File: src/rtl/inst_loader.sv
// Boot-image loader: turns a length-prefixed little-endian byte stream into
// consecutive word writes to the instruction memory while holding the core in reset.
`ifndef InstCatchDepth
`define InstCatchDepth 10
`endif

module inst_loader #(
    parameter int DEPTH   = `InstCatchDepth,
    parameter int TIMEOUT = 1_000_000
) (
    input  logic             clk,
    input  logic             rst_n,
    input  logic             start,
    input  logic             byte_valid,
    input  logic [7:0]       byte_data,
    output logic             byte_ready,
    output logic             wren,
    output logic [DEPTH-1:0] wraddr,
    output logic [31:0]      wrdata,
    output logic             cpu_hold,
    output logic             busy,
    output logic             done,
    output logic             err
);
    localparam int CW = $clog2(TIMEOUT + 1);
    // The counter reads 0 in the cycle after a transfer, so firing at TIMEOUT-2
    // makes ERR visible exactly TIMEOUT cycles after the last accepted byte.
    localparam logic [CW-1:0] IDLE_LIMIT = CW'(TIMEOUT - 2);
    localparam logic [32:0]   CAPACITY   = 33'd1 << DEPTH;

    typedef enum logic [2:0] {
        S_IDLE  = 3'd0,
        S_LEN   = 3'd1,
        S_DATA  = 3'd2,
        S_WRITE = 3'd3,
        S_DONE  = 3'd4,
        S_ERR   = 3'd5
    } state_t;

    state_t           state_r, state_nxt_s;
    logic [1:0]       byte_idx_r;
    logic [31:0]      len_r;
    logic [31:0]      word_r;
    logic [DEPTH:0]   word_cnt_r;
    logic [CW-1:0]    idle_cnt_r;

    logic             byte_ready_r, wren_r, cpu_hold_r, busy_r, done_r, err_r;
    logic [DEPTH-1:0] wraddr_r;
    logic [31:0]      wrdata_r;

    logic             byte_ready_nxt_s, wren_nxt_s, cpu_hold_nxt_s;
    logic             busy_nxt_s, done_nxt_s, err_nxt_s;

    logic             xfer_s, last_byte_s, timeout_s;
    logic             len_zero_s, len_over_s, last_word_s;
    logic [31:0]      len_full_s, word_full_s;
    logic [DEPTH:0]   word_cnt_inc_s;

    assign xfer_s         = byte_valid & byte_ready_r;
    assign last_byte_s    = (byte_idx_r == 2'd3);
    assign len_full_s     = {byte_data, len_r[31:8]};
    assign word_full_s    = {byte_data, word_r[31:8]};
    assign len_zero_s     = (len_full_s == 32'd0);
    assign len_over_s     = ({1'b0, len_full_s} > CAPACITY);
    assign word_cnt_inc_s = word_cnt_r + {{DEPTH{1'b0}}, 1'b1};
    assign last_word_s    = ({{(32-DEPTH){1'b0}}, word_cnt_inc_s} == {1'b0, len_r});
    assign timeout_s      = !xfer_s && (idle_cnt_r == IDLE_LIMIT);

    // State register
    always_ff @(posedge clk) begin
        if (!rst_n) begin
            state_r <= S_IDLE;
        end else begin
            state_r <= state_nxt_s;
        end
    end

    // Next-state logic
    always_comb begin
        state_nxt_s = state_r;
        case (state_r)
            S_IDLE, S_ERR: begin
                if (start) state_nxt_s = S_LEN;
                else       state_nxt_s = state_r;
            end
            S_LEN: begin
                if (xfer_s && last_byte_s) begin
                    if (len_zero_s)      state_nxt_s = S_DONE;
                    else if (len_over_s) state_nxt_s = S_ERR;
                    else                 state_nxt_s = S_DATA;
                end else if (timeout_s) begin
                    state_nxt_s = S_ERR;
                end else begin
                    state_nxt_s = S_LEN;
                end
            end
            S_DATA: begin
                if (xfer_s && last_byte_s) state_nxt_s = S_WRITE;
                else if (timeout_s)        state_nxt_s = S_ERR;
                else                       state_nxt_s = S_DATA;
            end
            S_WRITE: begin
                if (last_word_s) state_nxt_s = S_DONE;
                else             state_nxt_s = S_DATA;
            end
            S_DONE:  state_nxt_s = S_IDLE;
            default: state_nxt_s = S_IDLE;
        endcase
    end

    // Output decode from the next state so the registered outputs line up with the state
    always_comb begin
        byte_ready_nxt_s = 1'b0;
        wren_nxt_s       = 1'b0;
        cpu_hold_nxt_s   = 1'b0;
        busy_nxt_s       = 1'b0;
        done_nxt_s       = 1'b0;
        err_nxt_s        = 1'b0;
        case (state_nxt_s)
            S_LEN, S_DATA: begin
                byte_ready_nxt_s = 1'b1;
                cpu_hold_nxt_s   = 1'b1;
                busy_nxt_s       = 1'b1;
            end
            S_WRITE: begin
                wren_nxt_s     = 1'b1;
                cpu_hold_nxt_s = 1'b1;
                busy_nxt_s     = 1'b1;
            end
            S_DONE: done_nxt_s = 1'b1;
            S_ERR: begin
                err_nxt_s      = 1'b1;
                cpu_hold_nxt_s = 1'b1;
            end
            S_IDLE:  byte_ready_nxt_s = 1'b0;
            default: byte_ready_nxt_s = 1'b0;
        endcase
    end

    // Output registers
    always_ff @(posedge clk) begin
        if (!rst_n) begin
            byte_ready_r <= 1'b0;
            wren_r       <= 1'b0;
            cpu_hold_r   <= 1'b0;
            busy_r       <= 1'b0;
            done_r       <= 1'b0;
            err_r        <= 1'b0;
        end else begin
            byte_ready_r <= byte_ready_nxt_s;
            wren_r       <= wren_nxt_s;
            cpu_hold_r   <= cpu_hold_nxt_s;
            busy_r       <= busy_nxt_s;
            done_r       <= done_nxt_s;
            err_r        <= err_nxt_s;
        end
    end

    // Datapath: byte assembly, counters, and the write address/data latch
    always_ff @(posedge clk) begin
        if (!rst_n) begin
            byte_idx_r <= 2'd0;
            len_r      <= 32'd0;
            word_r     <= 32'd0;
            word_cnt_r <= {(DEPTH+1){1'b0}};
            idle_cnt_r <= {CW{1'b0}};
            wraddr_r   <= {DEPTH{1'b0}};
            wrdata_r   <= 32'd0;
        end else begin
            case (state_r)
                S_IDLE, S_ERR: begin
                    if (start) begin
                        byte_idx_r <= 2'd0;
                        len_r      <= 32'd0;
                        word_r     <= 32'd0;
                        word_cnt_r <= {(DEPTH+1){1'b0}};
                        idle_cnt_r <= {CW{1'b0}};
                    end
                end
                S_LEN, S_DATA: begin
                    if (xfer_s) begin
                        byte_idx_r <= byte_idx_r + 2'd1;
                        idle_cnt_r <= {CW{1'b0}};
                        if (state_r == S_LEN) begin
                            len_r <= len_full_s;
                        end else begin
                            word_r <= word_full_s;
                            // Address is latched only for a complete word, so a
                            // terminal count of 2^DEPTH never reaches wraddr.
                            if (last_byte_s) begin
                                wraddr_r <= word_cnt_r[DEPTH-1:0];
                                wrdata_r <= word_full_s;
                            end
                        end
                    end else begin
                        idle_cnt_r <= idle_cnt_r + CW'(1);
                    end
                end
                S_WRITE: begin
                    word_cnt_r <= word_cnt_inc_s;
                    idle_cnt_r <= {CW{1'b0}};
                end
                default: idle_cnt_r <= {CW{1'b0}};
            endcase
        end
    end

    assign byte_ready = byte_ready_r;
    assign wren       = wren_r;
    assign wraddr     = wraddr_r;
    assign wrdata     = wrdata_r;
    assign cpu_hold   = cpu_hold_r;
    assign busy       = busy_r;
    assign done       = done_r;
    assign err        = err_r;

endmodule

File: config.mk
export PLATFORM = sky130hd
export DESIGN_NAME = inst_loader
export DESIGN_NICKNAME = d
export VERILOG_FILES = /design/src/rtl/inst_loader.sv
export SDC_FILE = /design/constraint.sdc
export NUM_CORES = 1
export LEC_CHECK = 0
export CORE_ASPECT_RATIO = 0.8
export CORE_MARGIN = 10
export CORE_UTILIZATION = 45
export DETAILED_ROUTE_END_ITERATION = 12
export PLACE_DENSITY = 0.66
export SYNTH_ARGS = -nofsm -noshare
export SYNTH_HDL_FRONTEND = slang
export SYNTH_SLANG_ARGS = --single-unit
File: constraint.sdc
create_clock -name clk -period 7.05 [get_ports clk]
set_input_delay 1.0575 -clock clk [delete_from_list [all_inputs] [get_ports clk]]
set_output_delay 1.0575 -clock clk [all_outputs]
set_load 0.005 [all_outputs]
Yosys cells after proc, flatten, opt, wreduce, memory -nomap -nowiden --
Index checks and enable logic that the tools add are counted.
Word-level totals: logic and storage cells 83, bits in read-only memories 0, output and inout bits 48, RAM bits 0, input bits 12, bits in registers 148, memories kept 0, bits in latches 0
Operators by class: multipliers 0, eq/ne operators 16, bitwise logic cells 2, shift-type cells 0, mux-type cells 30, divide/modulo/power cells 0, order comparisons 1, reduce and logical (&&, ||, !) cells 17, $add $sub $neg 3
Operators by type and width (count):
- two-way mux 32 bit | 5
- case mux 32 bit (2 select lines) | 2
- two-way mux 20 bit | 2
- case mux 20 bit (2 select lines) | 1
- == test 11 x 32 -> 1 bit | 1
- > comparator 32 x 11 -> 1 bit (second input constant) | 1
- zero test 32 bit | 1
- two-way mux 3 bit | 8
- case mux 11 bit (2 select lines) | 1
- adder 20 x 1 -> 20 bit (second input constant) | 1
- == test 20 bit (second input constant) | 1
- == test 3 x 2 -> 1 bit (second input constant) | 4
- case mux 3 bit (4 select lines) | 1
- AND reduction 4 bit | 3
- adder 11 x 1 -> 11 bit (second input constant) | 1
- two-way mux 11 bit | 1
- == test 3 bit (second input constant) | 3
- != test 2 bit (second input constant) | 4
- == test 3 x 1 -> 1 bit (second input constant) | 2
- two-way mux 1 bit | 6
- OR reduction 2 bit | 3
- two-way mux 2 bit | 2
- case mux 2 bit (2 select lines) | 1
- nonzero test 2 bit | 2
- 11 further kinds | 12

Logic depth before layout (Yosys ltp) --
Gate-level depths: netlist of run 1.
word-level depth 9, mapped depth 10, mapped depth without buffers 9

Worst setup path after synthesis of run 1 --
No wires, ideal clock.
path kind input to register, start input byte_valid, end register done_r, in the netlist done, stages on the path 8, required time 6.991 ns, arrival 2.492 ns, slack 4.499 ns, cell sequence and2_1 -> clkbuf_1 -> nand4_1 -> a211oi_1 -> nor2_1 -> or4_1 -> a211oi_2 -> and2_1
On the way: cells in the longest elaborated chain, start to end 8, elaborated cells between the ends (all ways) 11, those cells by class 1 x eq/ne; 6 x mux; 1 x bitwise; 3 x reduce/logical
RTL lines:
- start: declaration | RTL line 14 | input logic byte_valid,
- AND 1 bit * | RTL line 59 | assign xfer_s = byte_valid & byte_ready_r;
- zero test 1 bit | RTL line 67 | assign timeout_s = !xfer_s && (idle_cnt_r == IDLE_LIMIT);
- logical AND 1 bit | RTL line 67
- two-way mux 3 bit (on tied branches) | RTL line 99, 91
- two-way mux 3 bit (on tied branches) | RTL line 98, 87
- case mux 3 bit (4 select lines) * | RTL line 81 | case (state_r)
- == test 3 bit * | RTL line 119 | case (state_nxt_s)
- two-way mux 1 bit * | RTL line 119
- end signal: assignment | RTL line 154 | done_r <= done_nxt_s;
- end: declaration | RTL line 47 | logic byte_ready_r, wren_r, cpu_hold_r, busy_r, done_r, err_r;
Mark *: on every way between the ends. The rest lies on a longest branch, timed or not. A chain may end at the register's enable or synchronous reset.

Worst setup path after layout of run 1 --
start input byte_data[3], end register byte_ready_r, in the netlist byte_ready
On the way: cells in the longest elaborated chain, start to end 8, elaborated cells between the ends (all ways) 10, those cells by class 1 x order compare; 2 x eq/ne; 5 x mux; 2 x reduce/logical
RTL lines:
- start: declaration | RTL line 15 | input logic [7:0] byte_data,
- > comparator 32 x 11 -> 1 bit | RTL line 64 | assign len_over_s = ({1'b0, len_full_s} > CAPACITY);
- two-way mux 3 bit | RTL line 89 | else if (len_over_s) state_nxt_s = S_ERR;
- two-way mux 3 bit * | RTL line 88 | if (len_zero_s) state_nxt_s = S_DONE;
- two-way mux 3 bit * | RTL line 87 | if (xfer_s && last_byte_s) begin
- case mux 3 bit (4 select lines) * | RTL line 81
- == test 3 x 1 -> 1 bit / == test 3 x 2 -> 1 bit (equally long branches) | RTL line 119
- OR reduction 2 bit * | RTL line 119
- two-way mux 1 bit * | RTL line 119
- end signal: assignment | RTL line 150 | byte_ready_r <= byte_ready_nxt_s;
- end: declaration | RTL line 47
Marks and branches as above.

==> results by group, run 1 <==
Status
  – Status: finished clean

Worst hold path
  – Tightest Hold Check Type: flop to flop

Critical path
  – Critical Path Fanout Max: 4
  – CP arrival: between 3 and 4 ns
  – Startpoint Class: primary input
  – CP Class: primary input to flop
  – Critical Path End Type: flop
  – Critical path data required time: approximately 7.3 ns

Clock network
  – CTS sink cnt: 140
  – CTS tree: yes
  – Cts repair resizes: 0
  – Num CTS Buffers: 17
  – Skew-Pair Late Insertion Delay: 0.41 ns
  – Max Root-Sink Buffers: 2
  – Number of setup buffers added after CTS: 0
  – Clock tree root buffer cell: clkbuf_16
  – Clock-pin slew of the registers on the worst-case setup and hold paths: 0.06 ns
  – Post-cts hold buffer count: 0
  – H-tree depth: 4

Synthesis
  – Post-Syn Area: between 5000 and 6000 µm²
  – Synthesized flop and latch total: 140
  – Yosys warnings: 0
  – Post-Syn Instances: 710
  – Top cell type by total area after synthesis: dfxtp_1
  – Synth top area share: between 40 and 50%
  – Synth area leaders: dfxtp_1, nand2_1, a21oi_1
  – Syn avg cell area: 8.15 µm²
  – Sequential share of the synthesized area: 48.4%
  – Mapped Nets: 726
  – Netlist cell types: 47

STA
  – Final Skew: ~0.0057 ns
  – Max frequency: 0.333 GHz
  – Setup violators final: 0
  – Setup TNS: 0 ns
  – Fin. max-slew vios: 0
  – Worst setup margin: 4.05 ns
  – Rel. slew slack: 28.2%
  – Final Cycle Share: 42.6%
  – Worst Tran Pin Value: about 1.1 ns
  – RSZ-0062 raised after global routing: no
  – Hold Fails Final Rpt: 0
  – Minimum clock period: between 3 and 4 ns

GRT
  – GRT Residual Overflow: 0
  – First-pass GRT wire length: 24,400 µm
  – Grt met3 use: 4.96%
  – Number of global-route vias before repair: 4,786
  – GRT Overall Usage: 16.5%
  – Met2 GRT Util: 25.6%
  – Gr busiest metal: met2
  – Initial antenna violation count: 0
  – Largest net degree at the start of global routing: 62
  – Met1 usage: 21.5%

Routing
  – DRT antenna net count: 0
  – Routed wire length: 14,600 µm
  – First drt pass iteration count: 5
  – Via Count: 5,059
  – DRC viols: 0
  – Vias per std cell: approximately 5.5
  – Wirelength per Cell: 15.7 µm
  – Starting DRT DRC Count: 436

Floorplanning
  – Starting Density: 46.7%
  – Core ar.: 12,400 µm²
  – Die ar.: roughly 18,000 µm²
  – Die width: 147 µm
  – Die Ht: about 120 µm
  – Top Ports: 60
  – # rows: 36

Final layout
  – Syn-to-layout area delta: 20.9%
  – # diodes: 0
  – Fin util: 56.5%
  – Commonest non-fill, non-tap cell in the layout: dfxtp_1
  – Layout cell share with drive strength beyond 1: under 10%
  – Filler cells: around 1,100
  – Nets: around 760
  – Commonest non-fill, non-tap cells in the layout: dfxtp_1, nand2_1, a21oi_1

Place
  – Port bufs: 59
  – GPL Wtd Cong: 0.867
  – Final HPWL from detailed placement: 9730 µm
  – Worst slack, placed: 3.66 ns

Power
  – Power Dens Cells: 249 nW/µm²
  – Max rail drop VDD: 0.152 mV
  – Final Total Pwr: 1.74 mW
  – Leak pwr: approximately 2.4 nW

Run
  – Number of max-cap violations: 0
-- flip-flops by register name, indices dropped and copies added, names as in the netlist --
| name | flops |
|---|---|
| len_r | 32 |
| wrdata | 32 |
| word_r | 24 |
| idle_cnt_r | 20 |
| word_cnt_r | 11 |
| wraddr | 10 |
| state_r | 3 |
| byte_idx_r | 2 |
| busy | 1 |
| byte_ready | 1 |
| cpu_hold | 1 |
| done | 1 |
| err | 1 |
| wren | 1 |
-- per-stage QoR --
step / std cells / hold slack, ns / cell area [µm²]
floorplan: 710 / 0.432 / 5790
global placement: 897 / 0.443 / 6430
detailed placement: 897 / 0.444 / 6430
CTS: 928 / 0.452 / 7000
global route: 928 / 0.471 / 7000
finish: 928 / 0.451 / 7000
-- worst paths after layout --
path / to / slack (ns) / startpoint / depth (start not counted)
max: byte_ready$_SDFF_PN0_ / 4.05 / byte_data[3] / 8
max reg2reg: wrdata[14]$_SDFFE_PN0P_ / 4.19 / state_r[2]$_SDFF_PN0_ / 5
min reg2reg: word_r[12]$_SDFFE_PN0P_ / 0.45 / word_r[12]$_SDFFE_PN0P_ / 2
min: word_r[12]$_SDFFE_PN0P_ / 0.45 / word_r[12]$_SDFFE_PN0P_ / 2
-- worst max-delay path: stages --
cell and delay [ns]:
clkdlybuf4s50_1 0.47, nor4_1 0.36, nand4_1 0.19, a211oi_1 0.25, nor2_1 0.10, or4_1 0.43
a211oi_2 0.32, nor3_1 0.09
-- area by class of cell --
class / instances / area [µm²] / share of cell area (%)
Multi-Input combinational cell: 517 / 2770 / 39.5
Timing Repair Buffer: 63 / 621 / 8.87
Inverter: 6 / 23.8 / 0.340
Clock inverter: 10 / 90.1 / 1.29
Clock buffer: 21 / 480 / 6.87
Tap cell: 171 / 214 / 3.06
Sequential cell: 140 / 2800 / 40.1
-- metal layers --
| metal | part of all wire (%) | vias to the layer above |
|---|---|---|
| li1 | - | 2512 |
| met1 | 47 | 2423 |
| met2 | 46 | 104 |
| met3 | 4.8 | 20 |
| met4 | 1.5 | 0 |
| met5 | 0 | - |
-- cell usage after synthesis (all sizes together) --
| cell | count |
|---|---|
| a211oi | 3 |
| a21oi | 85 |
| a22oi | 34 |
| a31oi | 4 |
| and2 | 5 |
| and3 | 5 |
| and4 | 3 |
| buf | 13 |
| clkbuf | 34 |
| dfxtp | 140 |
| ha | 4 |
| inv | 6 |
| nand2 | 133 |
| nand2b | 4 |
| nand3 | 36 |
| nand3b | 1 |
| nand4 | 16 |
| nor2 | 85 |
| nor2b | 3 |
| nor3 | 13 |
| nor3b | 1 |
| nor4 | 10 |
| nor4b | 1 |
| o211a | 1 |
| o21a | 2 |
| o21ai | 17 |
| o22a | 2 |
| o22ai | 1 |
| or2 | 3 |
| or3 | 4 |
| or3b | 3 |
| or4 | 4 |
| xnor2 | 14 |
| xor2 | 20 |
-- cells by family after synthesis --
family / after synthesis / synth area share (%)
buf+inv: 53 / 3.95
xor+xnor: 34 / 5.14
flops: 140 / 48.4
simple gates: 330 / 26.4
compound gates: 149 / 15.3
fa+ha+maj: 4 / 0.865
-- power by group --
group          internal, mW  switching, mW
Combinational        0.0234         0.0567
Clock                 0.520          0.338
Sequential            0.798        0.00668
Total                  1.34          0.402
(Power assumes the default switching activity.)
==> inputs of run 2 (changes only) <==
Settings changed: PLACE_DENSITY 0.66 to 0.68.
Clock period 7.05 ns to 2.6 ns, I/O delays scaled along.
==> run 2 against run 1 <==
Against the previous run: sequential cell count stayed put; critical endpoint is now err$_SDFF_PN0_; critical path depth stayed put; highest routed layer unchanged; sequential power grew to 2.7 times the previous value; sequential share of layout area is 1.5 points lower; via count is 2.5% higher; clock power grew to 3.0 times the previous value; power grew to 2.9 times the previous value.
==> results by group, run 2 (same netlist as run 1, synthesis figures left out) <==
GRT
  – Largest net degree at the start of global routing: 65 (was 62)
  – First-pass GRT wire length: 24,800 µm (was 24,400 µm)
  – GRT Residual Overflow: 0 (unchanged)
  – Initial antenna violation count: 0 (unchanged)
  – GRT Overall Usage: 16.7% (was 16.5%)
  – Number of global-route vias before repair: 5,092 (was 4,786)

Critical path
  – CP peak stage delay: 0.39 ns (was 0.47 ns)
  – Critical path data required time: 2.95 ns (was 7.32 ns)
  – Crit path depth: 8 (unchanged)
  – Critical path cell sequence: ha_1 > xor2_1 > or3_1 > or4_1 > nor4_1 > nand4_1 > a31oi_4 > nor2b_1 (was clkdlybuf4s50_1 > nor4_1 > nand4_1 > a211oi_1 > nor2_1 > or4_1 > a211oi_2 > nor3_1)
  – R2R cell count: 8 (was 5)
  – Critical Path End Type: flop (unchanged)
  – CP Class: flop to flop (was primary input to flop)
  – Slowest CP cell: or4_1 (was clkdlybuf4s50_1)
  – Startpoint Class: flop (was primary input)
  – CP top delay family: simple AND/OR/NAND/NOR gates (unchanged)
  – CP arrival: 2.77 ns (was 3.28 ns)
  – Worst path buffer plus inverter count: 0 (was 1)
  – Critical Path Fanout Max: 3 (was 4)

Final layout
  – Filler cells: 1,067 (was 1,125)
  – Fin cells: 948 (was 928)
  – Fin util: 58.8% (was 56.5%)
  – Commonest non-fill, non-tap cells in the layout: dfxtp_1, nand2_1, a21oi_1 (unchanged)
  – # diodes: 0 (unchanged)
  – Layout cell share with drive strength beyond 1: 9.01% (was 6.61%)
  – Nets: 782 (was 761)
  – Commonest non-fill, non-tap cell in the layout: dfxtp_1 (unchanged)
  – Syn-to-layout area delta: 25.7% (was 20.9%)

Floorplanning
  – Die width: 147 µm (unchanged)
  – Top Ports: 60 (unchanged)
  – # rows: 36 (unchanged)
  – Die Ht: 121 µm (unchanged)
  – Core ar.: 12,400 µm² (unchanged)
  – Starting Density: 46.7% (unchanged)
  – Die ar.: 17,800 µm² (unchanged)

Power
  – Net switching power figure: 1.13 mW (was 0.402 mW)
  – Logic pwr share: 5.2% (was 4.6%)
  – Clock power share: 51.4% (was 49.2%)
  – Max rail drop VDD: 0.531 mV (was 0.152 mV)
  – Reg power frac: 43.4% (was 46.2%)
  – Net Sw Frac: 22.6% (was 23.1%)
  – Leak pwr: 2.51 nW (was 2.37 nW)
  – Pint: 3.89 mW (was 1.34 mW)
  – Power Dens Cells: 691 nW/µm² (was 249 nW/µm²)

Routing
  – Starting DRT DRC Count: 476 (was 436)
  – Routed wire length: 14,900 µm (was 14,600 µm)
  – First drt pass iteration count: 5 (unchanged)
  – DRT antenna net count: 0 (unchanged)
  – Wirelength per Cell: 15.7 µm (about the same)
  – Met2 routed WL: 6970 µm (was 6740 µm)
  – DRC viols: 0 (unchanged)
  – Via Count: 5,186 (was 5,059)
  – Highest routed metal layer: met4 (unchanged)
  – Vias per std cell: 5.47 (was 5.45)
  – WL met1: 6790 µm (was 6900 µm)
  – DR WL met3: 808 µm (was 701 µm)

STA
  – Final Skew: 0.0120 ns (was 0.00569 ns)
  – Hold Fails Final Rpt: 0 (unchanged)
  – Fin. max-slew vios: 0 (unchanged)
  – Worst setup margin: 0.184 ns (was 4.05 ns)
  – Rel. slew slack: 56.0% (was 28.2%)
  – Worst Tran Pin Value: 0.660 ns (was 1.08 ns)
  – Final Cycle Share: 92.9%
  – RSZ-0062 raised after global routing: no (unchanged)
  – Setup TNS: 0 ns (unchanged)
  – Setup violators final: 0 (unchanged)
  – Max frequency: 0.414 GHz
  – Minimum clock period: 2.42 ns

Place
  – Worst slack, placed: -0.0610 ns (was 3.66 ns)
  – Final HPWL from detailed placement: 10,100 µm (was 9730 µm)
  – Port bufs: 59 (unchanged)
  – GPL Wtd Cong: 0.850 (was 0.867)
  – Placed Instances: 918 (was 897)

Clock network
  – Clock-pin slew of the registers on the worst-case setup and hold paths: 0.06 ns (about the same)
  – Number of setup buffers added after CTS: 0 (unchanged)
  – Max Root-Sink Buffers: 2 (unchanged)
  – Num CTS Buffers: 17 (unchanged)
  – CTS tree: yes (unchanged)
  – Skew-Pair Late Insertion Delay: 0.43 ns (was 0.41 ns)
  – CTS sink cnt: 140 (unchanged)
  – Clock tree root buffer cell: clkbuf_16 (unchanged)
  – H-tree depth: 4 (unchanged)

Worst hold path
  – Tightest Hold Check Type: flop to flop (unchanged)
  – WHS Path Cells: 2 (unchanged)

Run
  – Number of max-cap violations: 0 (unchanged)

Status
  – Status: finished clean (unchanged)
==> run 2: path summary, 6_finish.rpt <==
check | slack (ns) | end | start
worst min register to register | 0.45 | wraddr[8]$_SDFFE_PN0P_ | wraddr[8]$_SDFFE_PN0P_
worst max register to register | 0.18 | err$_SDFF_PN0_ | word_cnt_r[0]$_SDFFE_PN0P_
worst max-delay path | 0.18 | err$_SDFF_PN0_ | word_cnt_r[0]$_SDFFE_PN0P_
worst min-delay path | 0.45 | wraddr[8]$_SDFFE_PN0P_ | wraddr[8]$_SDFFE_PN0P_
==> run 2: metal layers <==
layer | global-route usage, % | vias to the layer above
met3 | 4.17 | 30
met5 | 0 | -
met1 | 20.7 | 2456
met4 | 7.80 | 0
li1 | - | 2562
met2 | 26.9 | 138
==> run 2: layout make-up <==
| cell class | instances | area [µm²] | share of cell area [%] |
|---|---|---|---|
| clock buffer | 18 | 439 | 6.03 |
| clock inverter | 12 | 189 | 2.60 |
| inverter | 6 | 23.8 | 0.327 |
| multi-input combinational | 517 | 2780 | 38.2 |
| sequential | 140 | 2800 | 38.5 |
| tap | 171 | 214 | 2.94 |
| timing repair buffer | 84 | 828 | 11.4 |
==> run 2: stage by stage <==
step                      cell area (µm²)  power [mW]  hold slack, ns
after floorplan                      5790        2.37           0.432
after global placement               6630        2.48           0.443
after detailed placement             6630        2.48           0.445
after CTS                            7260        5.05           0.453
after global routing                 7280        5.17           0.473
final                                7280        5.03           0.454
==> run 2: worst reg2reg max path, delay by kind of cell (launching register included) <==
family	cells	cell delay (ns)
compound gates	1	0.22
simple gates	5	1.34
flops	1	0.31
xor+xnor	1	0.15
fa+ha+maj	1	0.34
==> run 2: what timing repair did <==
item                                    4_1_cts  5_1_grt
hold buffers                                  0        0
endpoints found under the setup margin        0        5
gates resized for setup                       0        3
==> run 2: power by group through the flow <==
stage               sequential, mW  clock (mW)  combinational (mW)
CTS                           2.18        2.61               0.258
floorplan                     2.22           0               0.150
finish                        2.18        2.59               0.261
global route                  2.18        2.70               0.287
global placement              2.23           0               0.251
detailed placement            2.23           0               0.256
